## config.mk

```make
export PLATFORM = sky130hd
export DESIGN_NAME = cp_mux_2_to_1_arbiter_flat
export DESIGN_NICKNAME = d
export VERILOG_FILES = /design/src/rtl/cp_mux_2_to_1_arbiter_if.sv /design/src/rtl/cp_mux_2_to_1_arbiter.sv /design/src/flat_wrapper.sv
export SDC_FILE = /design/constraint.sdc
export NUM_CORES = 1
export LEC_CHECK = 0
export ABC_AREA = 1
export CORE_ASPECT_RATIO = 1.1
export CORE_UTILIZATION = 53
export CTS_CLUSTER_DIAMETER = 50
export DETAILED_ROUTE_END_ITERATION = 10
export PLACE_DENSITY_LB_ADDON = 0.15
export SLEW_MARGIN = 20
export SYNTH_ARGS = -nofsm -noshare
export SYNTH_HDL_FRONTEND = slang
export SYNTH_SLANG_ARGS = --single-unit
```

## constraint.sdc

```tcl
create_clock -name i_clk -period 5.9 [get_ports i_clk]
set_clock_uncertainty 0.05 [all_clocks]
set_input_delay 1.18 -clock i_clk [delete_from_list [all_inputs] [get_ports i_clk]]
set_output_delay 1.18 -clock i_clk [all_outputs]
set_load 0.01 [all_outputs]
```

## src/rtl/cp_mux_2_to_1_arbiter_if.sv

```systemverilog
// Request/grant and mux-control bundle between the two channels, the arbiter
// and the downstream 2:1 tristate mux.
interface cp_mux_2_to_1_arbiter_if;
    logic       i_req0;
    logic       i_req1;
    logic       o_gnt0;
    logic       o_gnt1;
    logic       o_sel;
    logic       o_en_;
    logic       o_busy;
    logic [7:0] o_burst_cnt;

    modport master (
        input  i_req0,
        input  i_req1,
        output o_gnt0,
        output o_gnt1,
        output o_sel,
        output o_en_,
        output o_busy,
        output o_burst_cnt
    );

    modport slave (
        output i_req0,
        output i_req1,
        input  o_gnt0,
        input  o_gnt1,
        input  o_sel,
        input  o_en_,
        input  o_busy,
        input  o_burst_cnt
    );
endinterface

```

## src/rtl/cp_mux_2_to_1_arbiter.sv

```systemverilog
// Round-robin arbiter for a 2:1 tristate mux: bounded bursts under contention
// and a one-cycle disabled turnaround between every pair of grant periods.
module cp_mux_2_to_1_arbiter #(
    parameter int unsigned MAX_BURST = 4
) (
    input  logic                          i_clk,
    input  logic                          i_rst,
    cp_mux_2_to_1_arbiter_if.master       bus
);
    // A burst limit of zero would never end a contended burst, so clamp it to one.
    localparam logic [7:0] BURST_LIM = (MAX_BURST == 32'd0) ? 8'd1 : 8'(MAX_BURST);

    typedef enum logic [1:0] {
        IDLE = 2'd0,
        GNT0 = 2'd1,
        GNT1 = 2'd2,
        TURN = 2'd3
    } state_t;

    state_t     state_r;
    state_t     state_nxt_s;
    logic       last_r;
    logic       last_nxt_s;
    logic [7:0] cnt_r;
    logic [7:0] cnt_nxt_s;
    logic       sel_r;
    logic       sel_nxt_s;
    logic       gnt0_r;
    logic       gnt1_r;
    logic       en_n_r;
    logic       busy_r;

    // Next-state and last-served selection.
    always_comb begin
        state_nxt_s = state_r;
        last_nxt_s  = last_r;
        case (state_r)
            IDLE: begin
                if (bus.i_req0 && bus.i_req1) begin
                    state_nxt_s = last_r ? GNT0 : GNT1;
                end else if (bus.i_req0) begin
                    state_nxt_s = GNT0;
                end else if (bus.i_req1) begin
                    state_nxt_s = GNT1;
                end else begin
                    state_nxt_s = IDLE;
                end
            end
            GNT0: begin
                if (!bus.i_req0 || ((cnt_r == BURST_LIM) && bus.i_req1)) begin
                    state_nxt_s = TURN;
                    last_nxt_s  = 1'b0;
                end else begin
                    state_nxt_s = GNT0;
                end
            end
            GNT1: begin
                if (!bus.i_req1 || ((cnt_r == BURST_LIM) && bus.i_req0)) begin
                    state_nxt_s = TURN;
                    last_nxt_s  = 1'b1;
                end else begin
                    state_nxt_s = GNT1;
                end
            end
            TURN: begin
                // last_r already names the channel that just released; the other goes first.
                if (last_r) begin
                    if (bus.i_req0) begin
                        state_nxt_s = GNT0;
                    end else if (bus.i_req1) begin
                        state_nxt_s = GNT1;
                    end else begin
                        state_nxt_s = IDLE;
                    end
                end else begin
                    if (bus.i_req1) begin
                        state_nxt_s = GNT1;
                    end else if (bus.i_req0) begin
                        state_nxt_s = GNT0;
                    end else begin
                        state_nxt_s = IDLE;
                    end
                end
            end
            default: begin
                state_nxt_s = IDLE;
            end
        endcase
    end

    // Burst counter and mux select derived from the state being entered.
    always_comb begin
        cnt_nxt_s = 8'd0;
        sel_nxt_s = sel_r;
        if ((state_nxt_s == GNT0) || (state_nxt_s == GNT1)) begin
            if (state_nxt_s == state_r) begin
                cnt_nxt_s = (cnt_r < BURST_LIM) ? (cnt_r + 8'd1) : cnt_r;
            end else begin
                cnt_nxt_s = 8'd1;
            end
            sel_nxt_s = (state_nxt_s == GNT1) ? 1'b1 : 1'b0;
        end else begin
            cnt_nxt_s = 8'd0;
            sel_nxt_s = sel_r;
        end
    end

    // State register with registered, state-decoded outputs.
    always_ff @(posedge i_clk or posedge i_rst) begin
        if (i_rst) begin
            state_r <= IDLE;
            last_r  <= 1'b1;
            cnt_r   <= 8'd0;
            sel_r   <= 1'b0;
            gnt0_r  <= 1'b0;
            gnt1_r  <= 1'b0;
            en_n_r  <= 1'b1;
            busy_r  <= 1'b0;
        end else begin
            state_r <= state_nxt_s;
            last_r  <= last_nxt_s;
            cnt_r   <= cnt_nxt_s;
            sel_r   <= sel_nxt_s;
            gnt0_r  <= (state_nxt_s == GNT0);
            gnt1_r  <= (state_nxt_s == GNT1);
            en_n_r  <= !((state_nxt_s == GNT0) || (state_nxt_s == GNT1));
            busy_r  <= (state_nxt_s != IDLE);
        end
    end

    assign bus.o_gnt0      = gnt0_r;
    assign bus.o_gnt1      = gnt1_r;
    assign bus.o_sel       = sel_r;
    assign bus.o_en_       = en_n_r;
    assign bus.o_busy      = busy_r;
    assign bus.o_burst_cnt = cnt_r;
endmodule

```

## src/flat_wrapper.sv

```systemverilog
// flat-port wrapper written by rule: the top's interface ports become plain ports
module cp_mux_2_to_1_arbiter_flat 
#(
    parameter int unsigned MAX_BURST = 4
)
  (i_clk, i_rst, bus_i_req0, bus_i_req1, bus_o_gnt0, bus_o_gnt1, bus_o_sel, bus_o_en_, bus_o_busy, bus_o_burst_cnt);
  cp_mux_2_to_1_arbiter_if bus_i ();
  input  logic i_clk;
  input  logic i_rst;
  input wire logic [$bits(bus_i.i_req0)-1:0] bus_i_req0;
  input wire logic [$bits(bus_i.i_req1)-1:0] bus_i_req1;
  output wire logic [$bits(bus_i.o_gnt0)-1:0] bus_o_gnt0;
  output wire logic [$bits(bus_i.o_gnt1)-1:0] bus_o_gnt1;
  output wire logic [$bits(bus_i.o_sel)-1:0] bus_o_sel;
  output wire logic [$bits(bus_i.o_en_)-1:0] bus_o_en_;
  output wire logic [$bits(bus_i.o_busy)-1:0] bus_o_busy;
  output wire logic [$bits(bus_i.o_burst_cnt)-1:0] bus_o_burst_cnt;
  assign bus_i.i_req0 = bus_i_req0;
  assign bus_i.i_req1 = bus_i_req1;
  assign bus_o_gnt0 = bus_i.o_gnt0;
  assign bus_o_gnt1 = bus_i.o_gnt1;
  assign bus_o_sel = bus_i.o_sel;
  assign bus_o_en_ = bus_i.o_en_;
  assign bus_o_busy = bus_i.o_busy;
  assign bus_o_burst_cnt = bus_i.o_burst_cnt;
  cp_mux_2_to_1_arbiter #(.MAX_BURST(MAX_BURST)) u_core (.i_clk(i_clk), .i_rst(i_rst), .bus(bus_i));
endmodule
```

# Word-level counts from Yosys, hierarchy flattened
# Index checks and enable logic that the tools add are counted.
# Widths: inputs -> output; s select.
[word_totals]
regBits = 16
out_inout_bits = 13
elab_cells = 50
[classes]
addsub = 1
magnitude_cmp = 1
eq_ne = 10
muxes = 17
reduce_logical = 13
[ops]
columns = ["cell", "n"]
rows = [
  ["$mux 8", 3],
  ["$mux 2", 7],
  ["$add 8x1->8 const B", 1],
  ["$eq 8x3->1 const B", 1],
  ["$lt 8x3->1 const B", 1],
  ["$pmux 2 s4", 1],
  ["$eq 2x2->1 const B", 3],
  ["$mux 1", 5],
  ["$eq 2x1->1 const B", 2],
  ["$ne 2x1->1 const B", 2],
  ["$reduce_bool 2->1", 2],
  ["$logic_and 1x1->1", 3],
  ["$logic_not 1->1", 3],
  ["$logic_or 1x1->1", 3],
  ["$ne 3x3->1 const B", 1],
  ["$reduce_and 3->1", 1],
  ["$eq 2x2->1", 1],
  ["$logic_not 2->1", 1],
  ["$pmux 1 s2", 1],
]

# Logic depth before layout (Yosys ltp)
# Gate-level depths: netlist of the first run.
[depth]
word_depth = 8
ltp_mapped = 17

# Worst setup path after synthesis of the first run
# OpenSTA, ideal clock, no wires.
[synth_timing]
path_type = "input to register"
startpoint = "in bus_i_req0"
endpoint = "reg u_core.cnt_r[3] (netlist: u_core.bus.o_burst_cnt[3])"
setup_ps = 71
arrival_time_ps = 2498
required_time_ps = 5779
path_slack_ps = 3280
path_stages = 13
n_path_buf = 0
path_cell_list = "inv_1 > o21ai_0 > o21ai_0 > inv_1 > nand3_2 > nand2_2 > inv_1 > ha_1 > inv_1 > nand2_1 > nor2_4 > inv_2 > nor2_1"
[synth_between]
elab_chain_len = 7
elab_cells_between_ends = 20
[synth_lines]
columns = ["item", "line_no", "rtl"]
rows = [
  ["from (decl)", "flat_wrapper.sv:10", "input wire logic [$bits(bus_i.i_req0)-1:0] bus_i_req0;"],
  ["$logic_not 1->1", "cp_mux_2_to_1_arbiter.sv:50", "if (!bus.i_req0 || ((cnt_r == BURST_LIM) && bus.i_req1)) begin"],
  ["$logic_or 1x1->1", "cp_mux_2_to_1_arbiter.sv:50", ""],
  ["$mux 2", "cp_mux_2_to_1_arbiter.sv:50", ""],
  ["$pmux 2 s4 (*)", "cp_mux_2_to_1_arbiter.sv:37", "case (state_r)"],
  ["named net u_core.state_nxt_s[1]", "cp_mux_2_to_1_arbiter.sv:21", "state_t state_nxt_s;"],
  ["$eq 2x1->1 (tied with other cells)", "cp_mux_2_to_1_arbiter.sv:95", "if ((state_nxt_s == GNT0) || (state_nxt_s == GNT1)) begin"],
  ["$logic_or 1x1->1 or $mux 8 (tied branches)", "cp_mux_2_to_1_arbiter.sv:95, cp_mux_2_to_1_arbiter.sv:96", ""],
  ["$ne 3x3->1 (no line) or $mux 8 (tied branches)", "n/a", ""],
  ["to (signal assigned)", "cp_mux_2_to_1_arbiter.sv:122", "cnt_r <= cnt_nxt_s;"],
  ["to (decl)", "cp_mux_2_to_1_arbiter.sv:24", "logic [7:0] cnt_r;"],
]
# The timed path passes the listed nets; every way through them passes the cells marked *.
# A chain may end at the register's enable or synchronous reset.

# Final worst setup path of the first run
[layout_timing]
startpoint = "in bus_i_req0"
endpoint = "reg u_core.cnt_r[7] (netlist: u_core.bus.o_burst_cnt[7])"
# The elaborated chain is that of the path after synthesis.

==> impl_metrics.py, run 1 <==
metrics = {
    "synth": {
        "yosys.area.top_type": "dfrtp_1",
        "ys_warn_count": 0,
        "synth_top_area_share": 0.394,
        "ys_types": 19,
        "syn-instance-count": 105,
        "syn-num-nets": 118,
        "syn_avg_cell_area_sq_um": 8.47,
        "ys_seq_area_frac": 0.453,
        "ys_seq_elements": 16,
        "netlist_top_cells_area": "dfrtp_1, ha_1, nand2_1",
        "netlist_area_sq_um": 890,
    },
    "cells_and_area": {
        "antenna_cells": 0,
        "utilization": 0.702,
        "fin_nets": 139,
        "final_cell_mix": "nand2_1, inv_1, clkdlybuf4s50_1, dfrtp_1, ha_1",
        "final_cell_area_sq_um": 1110,
        "area_growth_syn_to_layout_pct": 24.5,
        "drive_gt1_frac": 0.168,
        "layout_commonest_cell": "nand2_1",
        "post_layout_nonfiller_instances": 142,
    },
    "sta": {
        "rsz0062_at_grt": "false",
        "final-max-slew-violation-count": 0,
        "max_freq_ghz": 0.329,
        "finalSetupViolCount": 0,
        "tightest_slew_ps": 585,
        "hold_viol": 0,
        "fin_crit_ps": 3040,
        "finalCritPeriodShare": 0.515,
        "slew_headroom": 0.606,
        "tns_ps": 0,
    },
    "global_route": {
        "overflow": 0,
        "grt_max_degree": 17,
        "antenna_found_initial": 0,
        "grt_pass1_wl_mm": 2.60,
        "grt.total_usage": 0.207,
        "grt_pass1_vias": 658,
    },
    "clock_tree": {
        "cts_sinks": 16,
        "cts_resized": 0,
        "cts_tree": "built",
        "clock_latency_ps": 300,
        "postCtsSetupBuffers": 0,
        "clockRootBuffer": "clkbuf_4",
        "clockBufferDepth": 2,
        "clkTransAtPathRegs_ps": 100,
        "holdBufCountCts": 0,
        "h-tree-depth": 1,
        "cts_buffers": 3,
    },
    "routing": {
        "vias": 686,
        "drc": 0,
        "wl_per_cell_um": 10.9,
        "firstDrtPassIters": 4,
        "drt_wl_total_mm": 1.55,
        "drt-initial-drc-count": 15,
        "ant_nets": 0,
        "viasPerCell": 4.83,
    },
    "power": {
        "p_per_area_nw_per_um2": 478,
        "p_leak_nw": 0.560,
        "power_uw": 529,
        "ir_drop_v": 0.000309,
    },
    "min_path": {
        "hold_class": "flip-flop to flip-flop",
        "holdPathStages": 2,
    },
    "placed_design": {
        "globalplace.congestion": 0.790,
        "dp_hpwl_mm": 1.17,
        "dp_cells": 138,
        "placed_area_sq_um": 1070,
        "portBuffers": 16,
    },
    "floorplanning": {
        "die_area_sq_um": 1850,
        "num_rows": 15,
        "ios": 17,
        "die-width_um": 41.1,
        "die_y_um": 45.0,
        "start_util": 0.564,
        "core-area_sq_um": 1580,
    },
    "setup_path": {
        "r2r_cells": 11,
        "path_max_fanout": 5,
        "cp_common_cell": "inv_1",
        "cp_slowest_cell": "clkdlybuf4s50_1",
        "path_cells": "clkdlybuf4s50_1 > inv_1 > o21ai_0 > o21ai_0 > inv_1 > nand3_2 > nand2_2 > inv_1 > ha_1 > inv_1 > nand2_1 > nor2_4 > inv_2 > nor2_2",
        "startpoint_type": "input port",
        "cp.arrival_ps": 3220,
        "end_kind": "flip-flop",
        "crit_type": "input port to flip-flop",
        "max_stage_delay_ps": 510,
        "cp.required_ps": 6090,
    },
    "run": {
        "maxCapViolations": 0,
    },
    "status": {
        "outcome": "complete, no violations",
    },
}
[where the power goes]
group | switching, mW | internal, mW
sequential | 0.0188 | 0.148
combinational | 0.172 | 0.114
clock | 0.0388 | 0.0376
total | 0.229 | 0.300
[Yosys cell counts]
master / instances
nor3_1: 1
inv_1: 23
o221ai_1: 1
nand3_2: 1
nor2_4: 1
nand2_4: 1
nand2_2: 5
nor2_1: 4
ha_1: 9
nand2_1: 24
nand4_1: 2
nor2_2: 5
dfstp_2: 2
dfrtp_1: 14
a21oi_1: 1
o21ai_0: 4
inv_2: 2
xor2_1: 1
nand3_1: 4
[per-stage QoR]
stage / setup slack [ps] / hold slack [ps]
floorplan: 3280 / 417
global placement: 2620 / 417
detailed placement: 2560 / 432
CTS: 2870 / 451
global route: 2640 / 476
finish: 2860 / 449
[logic make-up after synthesis]
family	after synthesis	share of synthesized area
DFF	16	0.453
xor gates and xnor gates	1	0.00985
AOI/OAI and AO/OA	6	0.0380
buffers and inverters	25	0.105
and+or+nand+nor	48	0.267
adders and majority gates	9	0.127
[layer usage]
| metal | GRT usage | routed length, um | vias to the layer above |
|---|---|---|---|
| met1 | 0.226 | 708 | 317 |
| li1 | - | - | 353 |
| met5 | 0 | 0 | - |
| met2 | 0.372 | 749 | 14 |
| met3 | 0.0542 | 68 | 2 |
| met4 | 0.0600 | 24 | 0 |
[sequential cells by signal (all words and copies together) (netlist names)]
| name | flops |
|---|---|
| u_core.bus.o_en_ | 1 |
| u_core.last_r | 1 |
| u_core.state_r | 2 |
| u_core.bus.o_sel | 1 |
| u_core.bus.o_gnt0 | 1 |
| u_core.bus.o_gnt1 | 1 |
| u_core.bus.o_burst_cnt | 8 |
| u_core.bus.o_busy | 1 |
[worst max-delay path, delay by kind of cell]
family / cells / cell delay [ps]
AO/OA/AOI/OAI: 2 / 310
buffers and inverters: 6 / 920
adder cells (fa/ha/maj): 1 / 300
AND/OR/NAND/NOR: 5 / 520
[path summary, 6_finish.rpt]
kind | end | slack (ps) | from
worst min register to register | u_core.last_r | 450 | u_core.last_r
max in group asynchronous | u_core.state_r[0] | 4220 | i_rst
worst max-delay path | u_core.bus.o_burst_cnt[7] | 2860 | bus_i_req0
worst max register to register | u_core.bus.o_burst_cnt[7] | 3470 | u_core.state_r[0]
worst min-delay path | u_core.last_r | 450 | u_core.last_r
min in group asynchronous | u_core.bus.o_burst_cnt[7] | 1190 | i_rst
[area by class of cell]
cell class | instances | area [sq um]
Sequential cell | 16 | 403
Inverter | 25 | 93.8
Timing Repair Buffer | 16 | 160
Multi-Input combinational cell | 64 | 393
Fill cell | 147 | 469
Tap cell | 17 | 21.3
Clock buffer | 4 | 36.3
(Power assumes the default switching activity.)
==> inputs of run 2 (changes only) <==
Settings changed: CORE_UTILIZATION 53 to 45.
Clock period 5.9 ns to 2.5 ns, I/O delays scaled along.
==> impl_metrics.py, run 2 (same netlist as run 1, synthesis figures left out) <==
metrics = {
    "power": {
        "p_leak_nw": 0.577,
        "ir_drop_v": 0.000789,
        "p_per_area_nw_per_um2": 1160,
        "p_seq_frac": 0.299,
        "power_mw": 1.33,
        "swShare": 0.423,
        "comb_power_share": 0.602,
        "pwr-share-clk": 0.099,
        "p_int_uw": 768,
        "p_switching_uw": 564,
    },
    "sta": {
        "tightest_slew_ps": 590,
        "slew_headroom": 0.606,
        "rsz0062_at_grt": "false",
        "finalSetupViolCount": 0,
        "final-max-slew-violation-count": 0,
        "finalCritPeriodShare": 0.893,
        "fin_crit_ps": 2230,
        "tns_ps": 0,
        "hold_viol": 0,
        "max_freq_ghz": 0.448,
    },
    "clock_tree": {
        "clkTransAtPathRegs_ps": 90,
        "cts_buffers": 3,
        "cts_sinks": 16,
        "postCtsSetupBuffers": 0,
        "clockBufferDepth": 2,
        "h-tree-depth": 1,
        "holdBufCountCts": 0,
        "cts_tree": "built",
        "clockRootBuffer": "clkbuf_4",
        "clock_latency_ps": 290,
        "cts_resized": 0,
    },
    "cells_and_area": {
        "final_cell_mix": "nand2_1, inv_1, clkdlybuf4s50_1, dfrtp_1, ha_1",
        "fin_nets": 144,
        "fill_cells": 170,
        "layout_commonest_cell": "nand2_1",
        "largest_reg_flops": 8,
        "utilization": 0.628,
        "antenna_cells": 0,
        "drive_gt1_frac": 0.194,
        "area_growth_syn_to_layout_pct": 28.6,
        "post_layout_nonfiller_instances": 156,
    },
    "routing": {
        "viasPerCell": 4.47,
        "wl_met3_um": 84,
        "wl_met2_um": 788,
        "top_layer_used": "met4",
        "drt-met1-wl_um": 724,
        "drt_wl_total_mm": 1.63,
        "ant_nets": 0,
        "drc": 0,
        "wl_per_cell_um": 10.4,
        "firstDrtPassIters": 4,
        "vias": 697,
        "drt-initial-drc-count": 11,
    },
    "floorplanning": {
        "die_y_um": 48.6,
        "ios": 17,
        "core-area_sq_um": 1820,
        "die-width_um": 44.4,
        "start_util": 0.488,
        "num_rows": 16,
        "die_area_sq_um": 2160,
    },
    "placed_design": {
        "dp_hpwl_mm": 1.28,
        "portBuffers": 16,
        "globalplace.congestion": 0.776,
        "dp_cells": 153,
    },
    "global_route": {
        "grt.total_usage": 0.189,
        "overflow": 0,
        "grt_max_degree": 17,
        "grt_pass1_wl_mm": 2.96,
        "antenna_found_initial": 0,
        "grt_pass1_vias": 720,
    },
    "setup_path": {
        "cp.required_ps": 2680,
        "path_max_fanout": 5,
        "cp.arrival_ps": 2410,
        "startpoint_type": "flip-flop",
        "end_kind": "flip-flop",
        "crit_type": "flip-flop to flip-flop",
    },
    "run": {
        "maxCapViolations": 0,
    },
    "status": {
        "outcome": "complete, no violations",
    },
    "min_path": {
        "hold_class": "flip-flop to flip-flop",
    },
}
run 2: metal layers:
layer	up-vias	global-route usage
met1	314	0.206
met2	16	0.326
met3	5	0.0746
met5	-	0
met4	0	0.0606
li1	362	-
run 2: cell type report:
cell class                 count  area (sq um)  area share
multi-input combinational     64           393       0.344
sequential                    16           403       0.352
inverter                      25          93.8      0.0821
timing repair buffer          21           198       0.173
tap                           27          33.8      0.0295
clock buffer                   3          22.5      0.0197
run 2: final timing paths:
| path | start | end | slack [ps] | cells after the start |
|---|---|---|---|---|
| setup / recovery | u_core.bus.o_burst_cnt[0] | u_core.bus.o_burst_cnt[3] | 270 | 17 |
| min in group asynchronous | i_rst | u_core.bus.o_burst_cnt[6] | 520 | 2 |
| hold / removal | u_core.last_r | u_core.last_r | 450 | 2 |
| hold reg to reg | u_core.last_r | u_core.last_r | 450 | 2 |
| setup reg to reg | u_core.bus.o_burst_cnt[0] | u_core.bus.o_burst_cnt[3] | 270 | 17 |
| max in group asynchronous | i_rst | u_core.bus.o_burst_cnt[0] | 1490 | 2 |
run 2: critical path: stages (launching register included):
cell     delay, ps
dfrtp_1        400
inv_1          100
ha_1           160
nand3_1         90
nor2_2         150
nand2_1         60
nand2_1         70
nand2_1         50
nand2_1         60
nand2_2         80
nand2_4         60
inv_1           70
ha_1           310
inv_1           80
nand2_1         80
nor2_4         130
inv_2           80
nor2_1          80
run 2: per-stage QoR:
stage | setup slack (ps) | cell area [sq um] | hold WS (ps)
after floorplan | 337 | 890 | 362
after detailed placement | 51.7 | 1120 | 434
after global routing | 34.5 | 1140 | 461
final | 268 | 1140 | 449
after CTS | 254 | 1140 | 451
after global placement | 92.6 | 1120 | 421
run 2: power groups by stage:
stage / registers [mW] / clock network (mW) / logic (mW)
after floorplan: 0.417 / 0 / 0.462
after global placement: 0.401 / 0 / 0.785
after global routing: 0.411 / 0.148 / 0.910
after detailed placement: 0.404 / 0 / 0.799
after CTS: 0.401 / 0.136 / 0.807
final: 0.399 / 0.132 / 0.802
==> inputs of run 3 (changes only) <==
Settings changed: CELL_PAD_IN_SITES_DETAIL_PLACEMENT set to 2, CELL_PAD_IN_SITES_GLOBAL_PLACEMENT set to 2, CORE_UTILIZATION 45 to 26, CTS_CLUSTER_SIZE set to 10.
==> impl_metrics.py, run 3 (same netlist as run 1, synthesis figures left out) <==
metrics = {
    "power": {
        "ir_drop_v": 0.000617,
        "p_leak_nw": 0.594,
        "p_per_area_nw_per_um2": 1220,
    },
    "clock_tree": {
        "holdBufCountCts": 0,
        "clock_latency_ps": 300,
        "clockBufferDepth": 2,
        "clockRootBuffer": "clkbuf_4",
        "cts_sinks": 16,
        "cts_tree": "built",
        "clkTransAtPathRegs_ps": 100,
        "h-tree-depth": 1,
        "cts_buffers": 3,
    },
    "status": {
        "violations": "design-rule violations",
        "outcome": "complete, but fails checks",
    },
    "min_path": {
        "hold_class": "flip-flop to flip-flop",
    },
    "sta": {
        "finalSetupViolCount": 0,
        "hold_viol": 0,
        "slew_headroom": 0.552,
        "final-max-slew-violation-count": 0,
        "finalCritPeriodShare": 0.913,
        "hold_slack_ps": 446,
        "rsz0062_at_grt": "false",
        "fin_crit_ps": 2280,
        "tns_ps": 0,
        "max_freq_ghz": 0.438,
        "tightest_slew_ps": 671,
    },
    "cells_and_area": {
        "fin_nets": 146,
        "antenna_cells": 0,
        "final_cell_mix": "nand2_1, inv_1, clkdlybuf4s50_1, dfrtp_1, ha_1",
        "largest_reg_flops": 8,
        "layout_commonest_cell": "nand2_1",
        "drive_gt1_frac": 0.212,
        "area_growth_syn_to_layout_pct": 32.8,
        "fill_cells": 378,
    },
    "global_route": {
        "grt_pass1_vias": 923,
        "antenna_found_initial": 0,
        "grt.total_usage": 0.148,
        "grt_max_degree": 17,
        "overflow": 0,
        "grt_pass1_wl_mm": 4.11,
    },
    "run": {
        "maxCapViolations": 0,
    },
    "routing": {
        "drc": 1,
        "ant_nets": 0,
        "viasPerCell": 4.55,
        "firstDrtPassIters": 6,
        "wl_per_cell_um": 13.3,
        "vias": 755,
        "drt-initial-drc-count": 3,
        "drt_wl_total_mm": 2.22,
    },
    "floorplanning": {
        "core-area_sq_um": 3150,
        "die-width_um": 57.8,
        "die_y_um": 63.4,
        "start_util": 0.282,
        "ios": 17,
        "die_area_sq_um": 3660,
        "num_rows": 21,
    },
    "setup_path": {
        "cp.required_ps": 2680,
        "crit_type": "flip-flop to flip-flop",
        "end_kind": "flip-flop",
        "cp.arrival_ps": 2470,
        "path_max_fanout": 5,
        "startpoint_type": "flip-flop",
    },
    "placed_design": {
        "dp_hpwl_mm": 1.71,
        "portBuffers": 16,
        "globalplace.congestion": 0.696,
    },
}
==> run 3: worst max-delay path: stages, from the launching register on <==
cell and delay (ps):
dfrtp_1 390, inv_1 90, ha_1 160, nand3_1 90, nor2_2 130, nand2_1 60
nand2_1 80, nand2_1 50, nand2_1 60, nand2_2 90, nand2_4 70, inv_1 70
ha_1 320, inv_1 100, nand2_1 100, nor2_4 140, inv_2 80, nor2_1 90
==> run 3: worst paths after layout <==
| check | cells after the start | slack, ps | endpoint | startpoint |
|---|---|---|---|---|
| max | 17 | 220 | u_core.bus.o_burst_cnt[3] | u_core.bus.o_burst_cnt[0] |
| min | 2 | 450 | u_core.bus.o_sel | u_core.bus.o_sel |
| max reg2reg | 17 | 220 | u_core.bus.o_burst_cnt[3] | u_core.bus.o_burst_cnt[0] |
| min reg2reg | 2 | 450 | u_core.bus.o_sel | u_core.bus.o_sel |
| max in group asynchronous | 2 | 1430 | u_core.bus.o_burst_cnt[0] | i_rst |
| min in group asynchronous | 2 | 530 | u_core.state_r[1] | i_rst |
==> run 3: per-layer routing <==
metal | routed length, um | global-route usage
met5 | 0 | 0
met4 | 51 | 0.0625
met3 | 87 | 0.0205
met2 | 1120 | 0.256
met1 | 961 | 0.180
==> run 3: metrics by stage <==
step                std cells  setup slack, ps  power, mW  utilization  instance area (sq um)
floorplan                 105              337      0.879            -                    890
global placement          161            -13.6       1.21        0.361                   1140
detailed placement        161             -106       1.26        0.361                   1140
CTS                       165             48.0       1.46        0.372                   1170
global route              166             12.9       1.60        0.375                   1180
finish                    166              217       1.44        0.375                   1180
==> run 3: area by class of cell <==
class                   count  area, sq um  area share
repair buffers             23          213       0.180
well taps                  34         42.5      0.0360
flip-flops and latches     16          403       0.341
clock buffers               4         36.3      0.0307
multi-input cells          64          393       0.333
inverters                  25         93.8      0.0794
==> run 3: what timing repair did <==
| action | CTS | global route |
|---|---|---|
| resized for setup | 0 | 1 |
| setup endpoints to repair | 0 | 7 |
| buffers inserted | 0 | 1 |
==> run 3: report_power, final <==
| part | total [mW] | switching (mW) | internal [mW] | leakage, nW |
|---|---|---|---|---|
| Clock | 0.185 | 0.0962 | 0.0889 | 0.0210 |
| Sequential | 0.396 | 0.0457 | 0.350 | 0.204 |
| Combinational | 0.860 | 0.479 | 0.381 | 0.369 |
